### src/rtl/syn_lb_fabric_pkg.sv
// Shared types and constants for the local-bus fabric.
package syn_lb_fabric_pkg;

    // Transaction FSM states
    typedef enum logic [1:0] {
        IDLE = 2'd0,
        WAIT = 2'd1,
        RESP = 2'd2
    } state_e;

    // Why the last response was flagged as an error (kept for debug visibility)
    typedef enum logic [1:0] {
        ERR_NONE    = 2'd0,
        ERR_DECODE  = 2'd1,
        ERR_TIMEOUT = 2'd2,
        ERR_ILLEGAL = 2'd3
    } err_cause_e;

    // Read data returned on any error response
    localparam logic [31:0] ERR_RD_DATA_DEF = 32'hDEADBEEF;

    // Width of the WAIT-state timeout counter
    localparam int CNT_W = 16;

endpackage

### src/rtl/syn_lb_addr_dec.sv
// Slave-select decode: extracts the select field from the top address bits,
// range-checks it against the number of attached slaves and builds a one-hot.
module syn_lb_addr_dec #(
    parameter  int NUM_SLAVES = 4,
    parameter  int LB_ADDR_W  = 12,
    localparam int SEL_W      = $clog2(NUM_SLAVES),
    localparam int LOC_W      = LB_ADDR_W - SEL_W
) (
    input  logic [LB_ADDR_W-1:0]  addr_i,
    output logic                  in_range_o,
    output logic [NUM_SLAVES-1:0] onehot_o,
    output logic [LOC_W-1:0]      loc_addr_o
);
    import syn_lb_fabric_pkg::*;

    localparam logic [SEL_W:0] NUM_S = (SEL_W + 1)'(NUM_SLAVES);

    logic [SEL_W-1:0] sel;

    assign sel        = addr_i[LB_ADDR_W-1 -: SEL_W];
    assign loc_addr_o = addr_i[LOC_W-1:0];
    assign in_range_o = ({1'b0, sel} < NUM_S);

    // One-hot of the selected slave; all zero when the select is out of range
    always_comb begin
        onehot_o = '0;
        for (int i = 0; i < NUM_SLAVES; i++) begin
            if (in_range_o && (sel == SEL_W'(i))) begin
                onehot_o[i] = 1'b1;
            end
        end
    end

endmodule

### src/rtl/syn_lb_fabric.sv
// Local-bus interconnect: one master, NUM_SLAVES slaves. Registers each request,
// strobes a single slave, waits for its ack (bounded by a timeout) and returns
// one registered response carrying an error qualifier.
module syn_lb_fabric
    import syn_lb_fabric_pkg::*;
#(
    parameter  int                   NUM_SLAVES     = 4,
    parameter  int                   LB_ADDR_W      = 12,
    parameter  int                   LB_DATA_W      = 32,
    parameter  int                   TIMEOUT_CYCLES = 64,
    parameter  logic [LB_DATA_W-1:0] ERR_RD_DATA    = LB_DATA_W'(ERR_RD_DATA_DEF),
    localparam int                   SEL_W          = $clog2(NUM_SLAVES),
    localparam int                   LOC_W          = LB_ADDR_W - SEL_W
) (
    input  logic                             clk_ir,
    input  logic                             rst_il,
    input  logic                             lbm_wr_en,
    input  logic                             lbm_rd_en,
    input  logic [LB_ADDR_W-1:0]             lbm_addr,
    input  logic [LB_DATA_W-1:0]             lbm_wr_data,
    output logic                             lbm_busy,
    output logic                             lbm_wr_valid,
    output logic                             lbm_rd_valid,
    output logic [LB_DATA_W-1:0]             lbm_rd_data,
    output logic                             lbm_err,
    output logic                             lbm_drop,
    output logic [NUM_SLAVES-1:0]            slv_wr_en,
    output logic [NUM_SLAVES-1:0]            slv_rd_en,
    output logic [LOC_W-1:0]                 slv_addr,
    output logic [LB_DATA_W-1:0]             slv_wr_data,
    input  logic [NUM_SLAVES-1:0]            slv_wr_valid,
    input  logic [NUM_SLAVES-1:0]            slv_rd_valid,
    input  logic [NUM_SLAVES*LB_DATA_W-1:0]  slv_rd_data
);

    localparam logic [CNT_W-1:0] TO_LAST = CNT_W'(TIMEOUT_CYCLES - 1);

    state_e                  state_q,       state_d;
    err_cause_e              cause_q,       cause_d;
    logic [CNT_W-1:0]        cnt_q,         cnt_d;
    logic                    dir_rd_q,      dir_rd_d;
    logic [NUM_SLAVES-1:0]   oh_q,          oh_d;
    logic [NUM_SLAVES-1:0]   slv_wr_en_q,   slv_wr_en_d;
    logic [NUM_SLAVES-1:0]   slv_rd_en_q,   slv_rd_en_d;
    logic [LOC_W-1:0]        slv_addr_q,    slv_addr_d;
    logic [LB_DATA_W-1:0]    slv_wr_data_q, slv_wr_data_d;
    logic                    wr_valid_q,    wr_valid_d;
    logic                    rd_valid_q,    rd_valid_d;
    logic [LB_DATA_W-1:0]    rd_data_q,     rd_data_d;
    logic                    drop_q,        drop_d;

    logic                    dec_in_range;
    logic [NUM_SLAVES-1:0]   dec_onehot;
    logic [LOC_W-1:0]        dec_loc_addr;
    logic                    ack;
    logic [LB_DATA_W-1:0]    rd_sel;

    syn_lb_addr_dec #(
        .NUM_SLAVES (NUM_SLAVES),
        .LB_ADDR_W  (LB_ADDR_W)
    ) u_addr_dec (
        .addr_i     (lbm_addr),
        .in_range_o (dec_in_range),
        .onehot_o   (dec_onehot),
        .loc_addr_o (dec_loc_addr)
    );

    // Ack and read data of the latched slave only; foreign or wrong-direction acks are masked
    always_comb begin
        rd_sel = '0;
        for (int i = 0; i < NUM_SLAVES; i++) begin
            if (oh_q[i]) begin
                rd_sel = rd_sel | slv_rd_data[i*LB_DATA_W +: LB_DATA_W];
            end
        end
        ack = dir_rd_q ? |(slv_rd_valid & oh_q) : |(slv_wr_valid & oh_q);
    end

    // Transaction FSM: next state, strobes and response contents
    always_comb begin
        state_d       = state_q;
        cause_d       = cause_q;
        cnt_d         = cnt_q;
        dir_rd_d      = dir_rd_q;
        oh_d          = oh_q;
        slv_wr_en_d   = '0;
        slv_rd_en_d   = '0;
        slv_addr_d    = slv_addr_q;
        slv_wr_data_d = slv_wr_data_q;
        wr_valid_d    = 1'b0;
        rd_valid_d    = 1'b0;
        rd_data_d     = rd_data_q;
        drop_d        = (state_q != IDLE) && (lbm_wr_en || lbm_rd_en);

        case (state_q)
            IDLE: begin
                if (lbm_wr_en && lbm_rd_en) begin
                    // Ambiguous direction: answer both sides with an error, touch no slave
                    state_d    = RESP;
                    cause_d    = ERR_ILLEGAL;
                    wr_valid_d = 1'b1;
                    rd_valid_d = 1'b1;
                    rd_data_d  = ERR_RD_DATA;
                end else if (lbm_wr_en || lbm_rd_en) begin
                    dir_rd_d      = lbm_rd_en;
                    oh_d          = dec_onehot;
                    slv_addr_d    = dec_loc_addr;
                    slv_wr_data_d = lbm_wr_data;
                    if (!dec_in_range) begin
                        state_d    = RESP;
                        cause_d    = ERR_DECODE;
                        wr_valid_d = lbm_wr_en;
                        rd_valid_d = lbm_rd_en;
                        if (lbm_rd_en) begin
                            rd_data_d = ERR_RD_DATA;
                        end
                    end else begin
                        slv_wr_en_d = lbm_wr_en ? dec_onehot : '0;
                        slv_rd_en_d = lbm_rd_en ? dec_onehot : '0;
                        cnt_d       = '0;
                        state_d     = WAIT;
                    end
                end
            end

            WAIT: begin
                cnt_d = cnt_q + 1'b1;
                // Ack is checked first so it wins over a coincident timeout
                if (ack) begin
                    state_d    = RESP;
                    cause_d    = ERR_NONE;
                    wr_valid_d = !dir_rd_q;
                    rd_valid_d = dir_rd_q;
                    if (dir_rd_q) begin
                        rd_data_d = rd_sel;
                    end
                end else if (cnt_q == TO_LAST) begin
                    state_d    = RESP;
                    cause_d    = ERR_TIMEOUT;
                    wr_valid_d = !dir_rd_q;
                    rd_valid_d = dir_rd_q;
                    if (dir_rd_q) begin
                        rd_data_d = ERR_RD_DATA;
                    end
                end
            end

            RESP: begin
                state_d = IDLE;
            end

            default: begin
                state_d = IDLE;
            end
        endcase
    end

    // State and output registers; reset abandons any transaction silently
    always_ff @(posedge clk_ir) begin
        if (rst_il) begin
            state_q       <= IDLE;
            cause_q       <= ERR_NONE;
            cnt_q         <= '0;
            dir_rd_q      <= 1'b0;
            oh_q          <= '0;
            slv_wr_en_q   <= '0;
            slv_rd_en_q   <= '0;
            slv_addr_q    <= '0;
            slv_wr_data_q <= '0;
            wr_valid_q    <= 1'b0;
            rd_valid_q    <= 1'b0;
            rd_data_q     <= '0;
            drop_q        <= 1'b0;
        end else begin
            state_q       <= state_d;
            cause_q       <= cause_d;
            cnt_q         <= cnt_d;
            dir_rd_q      <= dir_rd_d;
            oh_q          <= oh_d;
            slv_wr_en_q   <= slv_wr_en_d;
            slv_rd_en_q   <= slv_rd_en_d;
            slv_addr_q    <= slv_addr_d;
            slv_wr_data_q <= slv_wr_data_d;
            wr_valid_q    <= wr_valid_d;
            rd_valid_q    <= rd_valid_d;
            rd_data_q     <= rd_data_d;
            drop_q        <= drop_d;
        end
    end

    assign lbm_busy     = (state_q != IDLE);
    assign lbm_wr_valid = wr_valid_q;
    assign lbm_rd_valid = rd_valid_q;
    assign lbm_rd_data  = rd_data_q;
    assign lbm_err      = (cause_q != ERR_NONE);
    assign lbm_drop     = drop_q;
    assign slv_wr_en    = slv_wr_en_q;
    assign slv_rd_en    = slv_rd_en_q;
    assign slv_addr     = slv_addr_q;
    assign slv_wr_data  = slv_wr_data_q;

endmodule

### config.mk
export PLATFORM = sky130hd
export DESIGN_NAME = syn_lb_fabric
export DESIGN_NICKNAME = d
export VERILOG_FILES = /design/src/rtl/syn_lb_fabric_pkg.sv /design/src/rtl/syn_lb_addr_dec.sv /design/src/rtl/syn_lb_fabric.sv
export SDC_FILE = /design/constraint.sdc
export NUM_CORES = 1
export LEC_CHECK = 0
export BUFFER_PORTS_ARGS = -buffer_cell sky130_fd_sc_hd__buf_4
export CAP_MARGIN = 20
export CORE_MARGIN = 3
export CORE_UTILIZATION = 40
export CTS_CLUSTER_DIAMETER = 80
export DETAILED_ROUTE_END_ITERATION = 10
export PLACE_DENSITY = 0.77
export RECOVER_POWER = 100
export REMOVE_ABC_BUFFERS = 1
export SLEW_MARGIN = 20
export SYNTH_ARGS = -nofsm -noshare
export SYNTH_HDL_FRONTEND = slang
export SYNTH_SLANG_ARGS = --single-unit
### constraint.sdc
create_clock -name clk_ir -period 2.3 [get_ports clk_ir]
set_input_delay 0.46 -clock clk_ir [delete_from_list [all_inputs] [get_ports clk_ir]]
set_output_delay 0.46 -clock clk_ir [all_outputs]
set_load 0.05 [all_outputs]
---- Yosys cells after proc, flatten, opt, wreduce, memory -nomap -nowiden ----
Cells that the tools add are included.
word-level totals
  input bits .............................. 184
  bits in registers ....................... 110
  logic and storage cells ................. 87
operators by class
  add/sub/neg operators ................... 1
  bitwise operators ....................... 10
  eq/ne operators ......................... 12
  reduce and logical (&&, ||, !) cells .... 18
  multiplexer cells ....................... 33
operators with widths
  kind                                                  number
  two-way mux 32 bit                                    9
  bitwise OR 32 bit                                     3
  case mux 32 bit (2 select lines)                      1
  two-way mux 16 bit                                    2
  case mux 16 bit (2 select lines)                      1
  adder 16 x 1 -> 16 bit, second input constant         1
  equality test 16 x 6 -> 1 bit, second input constant  1
  two-way mux 2 bit                                     6
  inequality test 3 bit, second input constant          4
  two-way mux 1 bit                                     10
  OR reduction 5 bit                                    2
  AND reduction 3 bit                                   3
  bitwise AND 4 bit                                     2
  case mux 2 bit (2 select lines)                       2
  OR reduction 4 bit                                    2
  inequality test 2 bit, second input constant          3
  nonzero test 2 bit                                    3
  inverter 1 bit                                        5
  AND reduction 5 bit                                   1
  equality test 2 x 1 -> 1 bit, second input constant   2
  equality test 2 bit, second input constant            2
  zero test 2 bit                                       2
  case mux 1 bit (2 select lines)                       2
  logical AND 1 bit                                     2
  3 further kinds                                       3

---- Logic depth before layout (Yosys ltp) ----
Gate-level depths: netlist of the first run.
  depth after elaboration ................. 10
  depth in mapped cells ................... 8

---- Modules after synthesis ----
From an unflattened synthesis of the first run, not the netlist that was laid out.
unflattened totals
  cells, all modules ...................... 633
  area, all modules ....................... 5176.2 µm²
by module, submodules not included
  module           cells an instance  times used  area each (µm²)
  syn_lb_fabric    617                1           5063.6
  syn_lb_addr_dec  16                 1           112.6

---- Worst setup path before layout of the first run ----
No wires, ideal clock.
  kind .................................... input port to flip-flop
  from .................................... input lbm_wr_en
  to ...................................... register cnt_q[9]
  data arrival time ....................... 2.194 ns
  library setup time ...................... 0.070 ns
  path buffers ............................ 2
  cell stages on the path ................. 7
  path slack .............................. 0.036 ns
  cells stage by stage .................... ha_1 -> o21ba_1 -> buf_6 -> or4_1 -> clkbuf_2 -> or4_1 -> a21oi_1
on the way
  word-level cells in the longest chain between the ends .. 3
  elaborated cells on any way between the ends .. 5
  classes of those cells .................. eq/ne: 2; reduce/logical: 3
RTL lines
  element                                                RTL line                                   text
  from (decl)                                            syn_lb_fabric.sv:17                        input logic lbm_wr_en,
  logical AND 1 bit or logical OR 1 bit (tied branches)  syn_lb_fabric.sv:97, syn_lb_fabric.sv:104
  inequality test 2 bit (no source line)                 --
  AND reduction 3 bit (no source line) *                 --
  to (signal assigned)                                   syn_lb_fabric.sv:177                       cnt_q <= cnt_d;
  to (decl)                                              syn_lb_fabric.sv:40                        logic [CNT_W-1:0] cnt_q, cnt_d;
Every way passes the cells marked *; elsewhere a longest branch is shown, timed or not.
A chain may end at the register's enable or synchronous reset.

---- Final worst setup path of the first run ----
  from .................................... register cnt_q[0]
  to ...................................... register rd_data_q[22], in the netlist lbm_rd_data[22]
on the way
  word-level cells in the longest chain between the ends .. 3
  elaborated cells on any way between the ends .. 4
  classes of those cells .................. eq/ne: 3; reduce/logical: 1
RTL lines
  element                                 RTL line              text
  equality test 16 x 6 -> 1 bit *         syn_lb_fabric.sv:137  end else if (cnt_q == TO_LAST) begin
  inequality test 3 bit (no source line)  --
  AND reduction 5 bit (no source line) *  --
  to (signal assigned)                    syn_lb_fabric.sv:186  rd_data_q <= rd_data_d;
  to (decl)                               syn_lb_fabric.sv:49   logic [LB_DATA_W-1:0] rd_data_q, rd_data_d;
Marked as above.

==> impl_results.md, run 1 <==
* RSZ-0062 raised after global routing: false
* CP arrival at between 2 and 2.5 ns
* Die height at between 100 and 150 um
* Number of global-route vias before repair at around 5200
* Worst Setup End Kind: flop
* Total routed wirelength at 16.1 mm
* Clock transition at path regs at 0.07 ns
* Skew final at roughly 0.010 ns
* Unique masters post-synth at 46
* Remaining DRCs at 0
* Initial antenna violation count at 0
* Gate count of the mapped netlist at 563
* Worst hold path class: in2reg
* WHS Path Cells at 2
* Total Die Area at roughly 0.013 mm^2
* Sequential element share of the synthesized area at a little under half
* DP Wirelength at 12.4 mm
* Post-layout net count at 1003
* Clock Sink Count at 110
* Leak Pwr at between 2 and 3 nW
* Simple-gate portion of the synthesized area at roughly 16%
* CP bufs+invs at 1
* Largest net degree at the start of global routing at 48
* Adder-cell share of the synthesized area at less than 1%
* Tot Pwr at 5.15 mW
* Placement Rows at 39
* GRT Residual Overflow at 0
* Fin. max-slew vios at 0
* Drt pass-1 iters at 5
* Rel. slew slack at between 50% and 60%
* Clk_lat worst skew at about 0.35 ns
* Post-synth EDFFs at 0
* Post-Synth XOR/XNOR Area at 0.919%
* Synth top area share at between 40% and 50%
* Hold Buf Count CTS at 0
* Stages on worst setup path at 6
* Commonest cells after routing, fill and taps aside: buf_4, dfxtp_1, nand2_1
* Multiplexer share of the synthesized area at 0%
* Highest Clock Rate at roughly 460 MHz
* Clock root cell: clkbuf_16
* Startpoint type of the worst setup path: flop
* Compound-Gate Fraction of Synth Area at between 20% and 30%
* Area Growth Syn to Fin at 45.3%
* Max rail drop VDD at roughly 0.55 mV
* Slowest CP cell: or3b_2
* Min Clock Period, post-route at about 2.2 ns
* Pwr dens at approximately 740 mW/mm^2
* Final setup viols at 0
* Design area at 0.00692 mm^2
* Hold violation count in the final report at 0
* MaxCap Viol Count at 0
* Critical Path Fanout Max at 26
* Commonest register cell after synthesis: dfxtp_1
* Worst R2R Path Depth at 6
* Share of cells above drive strength 1 at a little over a quarter
* I/O pin count at around 270
* Final TNS setup at 0 ns
* Setup CP Type: reg2reg
* Clock buffer count from CTS at 9
* Commonest non-fill, non-tap cell in the layout: buf_4
* Synth Cell Area at 0.00477 mm^2
* TritonCTS clock tree: built
* Syn_area_per_cell at 8.47 um^2
* Post-synthesis register bit count at 110
* Cell Chain, Critical Path: ha_1 > or3b_2 > o41a_1 > a221oi_4 > buf_12 > o32ai_1
* Wire per inst at between 15 and 20 um
* Largest family of logic cells by synthesized area: compound AO/OA/AOI/OAI gates
* Top cells by area, synth: dfxtp_1, nand2_1, a22oi_1
* H-tree lvl count at 3
* Synth async-reset ratio at 0%
* Antenna diode count at 0
* Final ANT Viol Nets at 0
* Core ar. at 0.0115 mm^2
* Vias per cell at around 5.5
* Final Cycle Share at a little over nine tenths
* Starting Density at around 41%
* Chip width at between 100 and 150 um
* Cell taking the most area after synthesis: dfxtp_1
* Post-layout util at between 60 and 70%
* Post-DP Area at just under 0.007 mm^2
* Vias at 5301
* GP Congestion at 0.883
* First-pass GRT wire length at between 20 and 25 mm
* GRT Total Usage at 22.9%
* Status: complete, no violations
* Worst Tran Pin Value at about 0.7 ns
* Crit path required time at ~2.5 ns
* Port Buffers at 270
* Critical path's top delay family: compound AO/OA/AOI/OAI gates
* Clock tree buffer depth at 2
* Initial DRC count at 290
* Synth Warn # at 0
* Slowest stage delay, CP at between 0.4 and 0.5 ns
## timing repair
action                                  4_1_cts  5_1_grt
endpoints found under the setup margin        0        1
resized for setup                             0        1
buffers inserted                              0        0
## cells by family (layout without fill, tap and decap cells)
group	count (synthesis)	count (layout)
AO/OA/AOI/OAI	206	206
XOR/XNOR	5	5
adder cells (fa/ha/maj)	3	3
buffers and inverters	67	325
flip-flops	110	110
AND/OR/NAND/NOR	172	172
## power by group
group,switching [mW],leakage [nW],internal [mW]
Sequential,0.0892,0.898,2.05
Clock,0.732,0.150,0.870
Combinational,0.942,1.66,0.465
Total,1.76,2.71,3.39
## metal layers
layer | vias up | GRT usage [%] | wire length (um)
met1 | 2492 | 24.1 | 5740
met3 | 36 | 8.42 | 1520
met4 | 0 | 7.67 | 473
met5 | - | 0 | 0
met2 | 228 | 41.9 | 8340
li1 | 2545 | - | -
## path summary, 6_finish.rpt
path	from	endpoint	slack, ns
setup / recovery	cnt_q[0]	lbm_rd_data[22]	0.13
hold / removal	lbm_addr[11]	slv_wr_en[0]	0.33
setup reg to reg	cnt_q[0]	lbm_rd_data[22]	0.13
hold reg to reg	slv_wr_data[1]	slv_wr_data[1]	0.46
## Yosys cell counts (2+ instances only)
| master | instances |
|---|---|
| or4_1 | 7 |
| a31oi_1 | 24 |
| o21ai_0 | 8 |
| nand4_1 | 4 |
| xnor2_1 | 5 |
| inv_1 | 19 |
| o31ai_1 | 3 |
| buf_6 | 4 |
| nand2b_1 | 6 |
| dfxtp_1 | 110 |
| nand3_1 | 3 |
| a22oi_1 | 50 |
| or2_2 | 2 |
| o32ai_1 | 9 |
| nor2_1 | 17 |
| a221oi_1 | 8 |
| a21oi_1 | 59 |
| nor4b_1 | 2 |
| nor4_1 | 5 |
| and3_1 | 2 |
| o21a_1 | 24 |
| ha_1 | 3 |
| or3_1 | 7 |
| a22o_1 | 10 |
| nand2_1 | 104 |
| buf_1 | 3 |
| clkbuf_1 | 40 |
| nor3_1 | 6 |
| and2_1 | 2 |
## worst reg2reg max path, cell delays in order, from the launching register on
cell and delay [ns]:
dfxtp_1 0.38, ha_1 0.20, or3b_2 0.47, o41a_1 0.37, a221oi_4 0.31, buf_12 0.22, o32ai_1 0.10
## state kept, by name, indices dropped and copies added (netlist names), 2 cells and up
register / count
lbm_rd_data: 32
cnt_q: 16
state_q: 2
slv_wr_en: 4
slv_rd_en: 4
oh_q: 4
slv_wr_data: 32
cause_q: 2
slv_addr: 10
## final cells by class
cell class / count / area (um^2)
Clock buffer: 9 / 225
Clock inverter: 7 / 86.3
Fill cell: 1050 / 4590
Inverter: 19 / 71.3
Multi-Input combinational cell: 386 / 2280
Sequential cell: 110 / 2200
Tap cell: 143 / 179
Timing Repair Buffer: 290 / 1880
## stage by stage
| stage | setup slack (ns) | hold WS (ns) | instances |
|---|---|---|---|
| 3_5_place_dp | 0.0324 | 0.450 | 948 |
| 5_1_grt | 0.00832 | 0.332 | 964 |
| 4_1_cts | 0.113 | 0.324 | 964 |
| 2_1_floorplan | -0.0963 | 0.452 | 515 |
| 6_report | 0.129 | 0.326 | 964 |
| 3_3_place_gp | 0.0811 | 0.444 | 948 |
(Power assumes the default switching activity.)
==> run 2, diff against run 1 <==
--- a/config.mk
+++ b/config.mk
@@ -7,6 +7,7 @@
 export LEC_CHECK = 0
 export BUFFER_PORTS_ARGS = -buffer_cell sky130_fd_sc_hd__buf_4
 export CAP_MARGIN = 20
+export CORE_ASPECT_RATIO = 0.6
 export CORE_MARGIN = 3
 export CORE_UTILIZATION = 40
 export CTS_CLUSTER_DIAMETER = 80
@@ -14,6 +15,7 @@
 export PLACE_DENSITY = 0.77
 export RECOVER_POWER = 100
 export REMOVE_ABC_BUFFERS = 1
+export SETUP_SLACK_MARGIN = 0.3
 export SLEW_MARGIN = 20
 export SYNTH_ARGS = -nofsm -noshare
 export SYNTH_HDL_FRONTEND = slang
==> impl_results.md, run 2 (synthesized netlist as in run 1, its figures left out) <==
* Status: complete, no violations (unchanged)
* Min-delay src: lbm_addr[11] (unchanged)
* Worst hold path class: in2reg (unchanged)
* Hold WS at 0.332 ns (was 0.326 ns)
* Startpoint type of the worst setup path: flop (unchanged)
* Clk_lat worst skew at 0.35 ns (about the same)
* Slowest stage delay, CP at 0.46 ns (was 0.47 ns)
* GRT Total Usage at 24.0% (was 22.9%)
* Crit path from: cnt_q[0] (unchanged)
* Wire per inst at 16.8 um (was 16.7 um)
* Core ar. at 0.0114 mm^2 (was 0.0115 mm^2)
* Post-Place Cells at 968 (was 948)
* Critical path's top delay family: compound AO/OA/AOI/OAI gates (unchanged)
* CP bufs+invs at 2 (was 1)
* Final ANT Viol Nets at 0 (unchanged)
* GP Congestion at 0.897 (was 0.883)
* Cell Chain, Critical Path: ha_4 > or3b_1 > o41a_1 > a221oi_4 > buf_6 > clkbuf_16 > o32ai_1 (was ha_1 > or3b_2 > o41a_1 > a221oi_4 > buf_12 > o32ai_1)
* First-pass GRT wire length at 26.1 mm (was 24.5 mm)
* Highest Clock Rate at 461 MHz (about the same)
* Vias per cell at 5.36 (was 5.50)
* TritonCTS clock tree: built (unchanged)
* DP Wirelength at 12.4 mm (about the same)
* RSZ-0062 raised after global routing: true (was false)
* Initial antenna violation count at 0 (unchanged)
* Setup CP Type: reg2reg (unchanged)
* Placement Rows at 30 (was 39)
* Clock tree buffer depth at 2 (unchanged)
* Worst Tran Pin Value at 1.03 ns (was 0.699 ns)
* Slowest CP cell: o41a_1 (was or3b_2)
* Number of global-route vias before repair at 5248 (was 5231)
* Clock root cell: clkbuf_16 (unchanged)
* Hold Buf Count CTS at 0 (unchanged)
* Internal power at 3.45 mW (was 3.39 mW)
* Rel. slew slack at 31.0% (was 53.6%)
* Fin. max-slew vios at 0 (unchanged)
* Hold violation count in the final report at 0 (unchanged)
* Port Buffers at 270 (unchanged)
* Drt pass-1 iters at 5 (unchanged)
* Commonest non-fill, non-tap cell in the layout: buf_4 (unchanged)
* Total routed wirelength at 16.7 mm (was 16.1 mm)
* Final setup viols at 0 (unchanged)
* Vias at 5331 (was 5301)
* CP arrival at 2.36 ns (was 2.39 ns)
* Crit path required time at 2.49 ns (was 2.51 ns)
* I/O pin count at 271 (unchanged)
* Critical R2R Launch: cnt_q[0] (unchanged)
* Sequential Power Share at 40.8% (was 41.6%)
* Min Clock Period, post-route at 2.17 ns (about the same)
* Sw power at 1.82 mW (was 1.76 mW)
* Largest net degree at the start of global routing at 50 (was 48)
* Worst Setup End Kind: flop (unchanged)
* Die height at 90.6 um (was 115 um)
* Antenna diode count at 0 (unchanged)
* Final Cycle Share at 94.4% (about the same)
* Gate power share at 28.0% (was 27.3%)
* Non-filler cells, final at 994 (was 964)
* Commonest cells after routing, fill and taps aside: buf_4, nand2_1, dfxtp_1 (was buf_4, dfxtp_1, nand2_1)
* Starting Density at 41.6% (was 41.4%)
* Design area at 0.00714 mm^2 (was 0.00692 mm^2)
* Leak Pwr at 2.80 nW (was 2.71 nW)
* H-tree lvl count at 3 (unchanged)
* Chip width at 147 um (was 115 um)
* Remaining DRCs at 0 (unchanged)
* Max rail drop VDD at 0.384 mV (was 0.550 mV)
* Clock Sink Count at 110 (unchanged)
* Clock share of power at 31.2% (was 31.1%)
* Clock buffer count from CTS at 9 (unchanged)
* Skew final at 0.00909 ns (was 0.0101 ns)
* Post-layout net count at 1016 (was 1003)
* Clock transition at path regs at 0.08 ns (was 0.07 ns)
* Area Growth Syn to Fin at 49.8% (was 45.3%)
* Sw frac at 34.5% (was 34.2%)
* Post-DP Area at 0.00699 mm^2 (was 0.00695 mm^2)
* Critical Path Fanout Max at 4 (was 26)
* # fillers at 1055 (was 1050)
* Total Die Area at 0.0133 mm^2 (about the same)
* Pwr dens at 738 mW/mm^2 (was 744 mW/mm^2)
* Final TNS setup at 0 ns (unchanged)
* Initial DRC count at 273 (was 290)
* Share of cells above drive strength 1 at 28.8% (was 27.4%)
* GRT Residual Overflow at 0 (unchanged)
* MaxCap Viol Count at 0 (unchanged)
==> run 2: layout make-up <==
class                           count  area, um^2  area share [%]
Timing Repair Buffer              303        2030            28.4
Clock inverter                      7         101            1.42
Sequential cell                   110        2210            31.0
Tap cell                          160         200            2.80
Multi-Input combinational cell    386        2300            32.2
Inverter                           19        71.3           0.999
Clock buffer                        9         225            3.15
==> run 2: timing repair <==
item                       in CTS  in global routing
setup buffers                   4                  2
pin swaps                       0                 10
cloned                          2                  2
resized for setup              11                  7
setup endpoints to repair      33                 36
==> run 2: path summary, 6_finish.rpt <==
check               endpoint  slack [ns]  cells past startpoint
max          lbm_rd_data[17]        0.13                      7
min             slv_wr_en[0]        0.33                      2
max reg2reg  lbm_rd_data[17]        0.13                      7
min reg2reg  lbm_rd_data[16]        0.45                      1
==> run 2: stage by stage <==
step | total power [mW] | utilization, % | setup WS (ns)
after global placement | 3.70 | 61.1 | 0.0846
after global routing | 5.52 | 62.4 | 0.0614
after CTS | 5.42 | 64.9 | 0.175
after detailed placement | 3.73 | 61.1 | 0.0385
final | 5.27 | 62.4 | 0.129
after floorplan | 3.04 | - | -0.0963
==> run 2: worst reg2reg max path, cell delays in order (launching register included) <==
cell	delay, ns
dfxtp_2	0.36
ha_4	0.14
or3b_1	0.36
o41a_1	0.46
a221oi_4	0.31
buf_6	0.18
clkbuf_16	0.14
o32ai_1	0.07
==> run 2: routing by layer <==
layer | routed length [um] | global-route usage (%) | vias up
met1 | 7090 | 29.8 | 2494
met3 | 1660 | 9.18 | 25
li1 | - | - | 2579
met5 | 0 | 0 | -
met4 | 359 | 7.36 | 0
met2 | 7580 | 38.7 | 233
==> run 2: power by group through the flow <==
| stage | Sequential (mW) | Clock [mW] | Combinational [mW] |
|---|---|---|---|
| detailed placement | 2.19 | 0 | 1.54 |
| finish | 2.15 | 1.65 | 1.47 |
| floorplan | 2.65 | 0 | 0.389 |
| global placement | 2.18 | 0 | 1.51 |
| global route | 2.17 | 1.77 | 1.58 |
| CTS | 2.15 | 1.69 | 1.58 |
==> run 3, diff against run 2 <==
--- a/config.mk
+++ b/config.mk
@@ -7,12 +7,14 @@
 export LEC_CHECK = 0
 export BUFFER_PORTS_ARGS = -buffer_cell sky130_fd_sc_hd__buf_4
 export CAP_MARGIN = 20
+export CELL_PAD_IN_SITES_DETAIL_PLACEMENT = 0
+export CELL_PAD_IN_SITES_GLOBAL_PLACEMENT = 1
 export CORE_ASPECT_RATIO = 0.6
 export CORE_MARGIN = 3
-export CORE_UTILIZATION = 40
+export CORE_UTILIZATION = 28
 export CTS_CLUSTER_DIAMETER = 80
 export DETAILED_ROUTE_END_ITERATION = 10
-export PLACE_DENSITY = 0.77
+export PLACE_DENSITY_LB_ADDON = 0.1
 export RECOVER_POWER = 100
 export REMOVE_ABC_BUFFERS = 1
 export SETUP_SLACK_MARGIN = 0.3
==> impl_results.md, run 3 (synthesized netlist as in run 1, its figures left out) <==
* I/O pin count at 271 (unchanged)
* Min Clock Period, post-route at 2.11 ns (was 2.17 ns)
* Worst hold path class: in2reg (unchanged)
* Startpoint type of the worst setup path: flop (unchanged)
* Clock root cell: clkbuf_16 (unchanged)
* Slowest CP cell: o41a_1 (unchanged)
* Post-layout net count at 1016 (unchanged)
* Chip width at 174 um (was 147 um)
* GRT Residual Overflow at 0 (unchanged)
* Setup CP Type: reg2reg (unchanged)
* Area Growth Syn to Fin at 49.8% (about the same)
* Placement Rows at 36 (was 30)
* Total Die Area at 0.0187 mm^2 (was 0.0133 mm^2)
* Drt pass-1 iters at 4 (was 5)
* GRT Total Usage at 19.1% (was 24.0%)
* Status: complete, no violations (unchanged)
* Commonest non-fill, non-tap cell in the layout: buf_4 (unchanged)
* Final setup viols at 0 (unchanged)
* Clock buffer count from CTS at 9 (unchanged)
* Remaining DRCs at 0 (unchanged)
* Vias at 5207 (was 5331)
* MaxCap Viol Count at 0 (unchanged)
* Worst Setup End Kind: flop (unchanged)
* Worst Tran Pin Value at 0.752 ns (was 1.03 ns)
* Starting Density at 29.0% (was 41.6%)
* First-pass GRT wire length at 28.3 mm (was 26.1 mm)
* Sw frac at 35.2% (was 34.5%)
* Largest net degree at the start of global routing at 46 (was 50)
* # fillers at 1725 (was 1055)
* Core ar. at 0.0164 mm^2 (was 0.0114 mm^2)
* Hold Buf Count CTS at 0 (unchanged)
* Hold violation count in the final report at 0 (unchanged)
* Pwr dens at 717 mW/mm^2 (was 738 mW/mm^2)
* WHS Path Cells at 2 (unchanged)
* Crit path required time at 2.59 ns (was 2.49 ns)
* Clock Sink Count at 110 (unchanged)
* Sequential Power Share at 41.9% (was 40.8%)
* Share of cells above drive strength 1 at 29.0% (was 28.8%)
* Number of global-route vias before repair at 5198 (was 5248)
* Max rail drop VDD at 0.350 mV (was 0.384 mV)
* Clock share of power at 29.9% (was 31.2%)
* CP dominant cell by count: buf_6
* Critical Path Fanout Max at 10 (was 4)
* Commonest cells after routing, fill and taps aside: buf_4, dfxtp_1, nand2_1 (was buf_4, nand2_1, dfxtp_1)
* Cell Chain, Critical Path: ha_4 > or3b_4 > o41a_1 > a221oi_4 > buf_6 > buf_6 > o21a_1 (was ha_4 > or3b_1 > o41a_1 > a221oi_4 > buf_6 > clkbuf_16 > o32ai_1)
* Final ANT Viol Nets at 0 (unchanged)
* TritonCTS clock tree: built (unchanged)
* GP Congestion at 0.806 (was 0.897)
* Hold WS at 0.334 ns (was 0.332 ns)
* Final Cycle Share at 91.7% (was 94.4%)
* Worst R2R Path Depth at 7 (unchanged)
* H-tree lvl count at 3 (unchanged)
* Antenna diode count at 0 (unchanged)
* Post-Place Cells at 1034 (was 968)
* Gate power share at 28.2% (was 28.0%)
* Total routed wirelength at 18.4 mm (was 16.7 mm)
* Non-filler cells, final at 1062 (was 994)
* RSZ-0062 raised after global routing: true (unchanged)
* Clock transition at path regs at 0.07 ns (was 0.08 ns)
* Die height at 107 um (was 90.6 um)
* Fin. max-slew vios at 0 (unchanged)
* Vias per cell at 4.90 (was 5.36)
* Highest Clock Rate at 474 MHz (was 461 MHz)
* Rel. slew slack at 50.1% (was 31.0%)
* FF/Latch Area at 0.00221 mm^2 (about the same)
* Slowest stage delay, CP at 0.47 ns (was 0.46 ns)
* Skew final at 0.0168 ns (was 0.00909 ns)
* Clock tree buffer depth at 2 (unchanged)
* Area of the multi-input gates at 0.00230 mm^2 (about the same)
* DP Wirelength at 14.2 mm (was 12.4 mm)
* Clk_lat worst skew at 0.35 ns (about the same)
* Post-layout util at 43.4% (was 62.4%)
* CP arrival at 2.40 ns (was 2.36 ns)
* Leak Pwr at 2.78 nW (was 2.80 nW)
* Port Buffers at 270 (unchanged)
* Wire per inst at 17.3 um (was 16.8 um)
* Initial DRC count at 349 (was 273)
* Initial antenna violation count at 0 (unchanged)
* Internal power at 3.32 mW (was 3.45 mW)
* Sw power at 1.80 mW (was 1.82 mW)
## run 3: what timing repair did
| action | in CTS | in global routing |
|---|---|---|
| resized for setup | 17 | 8 |
| pin swaps | 2 | 3 |
| gates cloned | 2 | 0 |
| setup buffers | 4 | 6 |
| setup endpoints to repair | 33 | 41 |
## run 3: area by class of cell
class	instances	area share [%]
Clock buffer	10	3.35
Tap cell	228	4.00
Inverter	19	0.999
Sequential cell	110	31.0
Timing Repair Buffer	303	27.7
Clock inverter	6	0.736
Multi-Input combinational cell	386	32.2
## run 3: critical path, delay by kind of cell, from the launching register on
family | cells | cell delay [ns]
AO/OA/AOI/OAI | 3 | 0.82
adder cells (fa/ha/maj) | 1 | 0.15
buffers and inverters | 2 | 0.31
flip-flops | 1 | 0.39
AND/OR/NAND/NOR | 1 | 0.37
## run 3: worst paths after layout
check                  start               to  slack [ns]
max                 cnt_q[1]   lbm_rd_data[1]        0.19
min             lbm_addr[10]     slv_rd_en[0]        0.33
max reg2reg         cnt_q[1]   lbm_rd_data[1]        0.19
min reg2reg  slv_wr_data[13]  slv_wr_data[13]        0.46
## run 3: per-layer routing
metal,global-route usage [%],part of all wire [%],vias to the layer above
li1,-,-,2571
met1,25.7,46,2468
met2,30.4,46,154
met3,5.77,7.1,14
met4,4.30,0.99,0
met5,0,0,-
## run 3: through the flow
stage          TNS, ns  cell area (um^2)  total power, mW  setup WS [ns]
6_report             0              7140             5.12          0.191
5_1_grt              0              7140             5.38         0.0918
4_1_cts              0              7440             5.31          0.191
3_5_place_dp         0              7050             3.74         0.0169
3_3_place_gp         0              7050             3.73         0.0813
2_1_floorplan    -1.95              4550             3.04        -0.0963
## run 3: power groups by stage
stage | Sequential (mW) | Clock, mW | Combinational, mW
2_1_floorplan | 2.65 | 0 | 0.389
3_3_place_gp | 2.19 | 0 | 1.54
3_5_place_dp | 2.19 | 0 | 1.55
4_1_cts | 2.15 | 1.58 | 1.59
5_1_grt | 2.16 | 1.66 | 1.55
6_report | 2.14 | 1.53 | 1.45
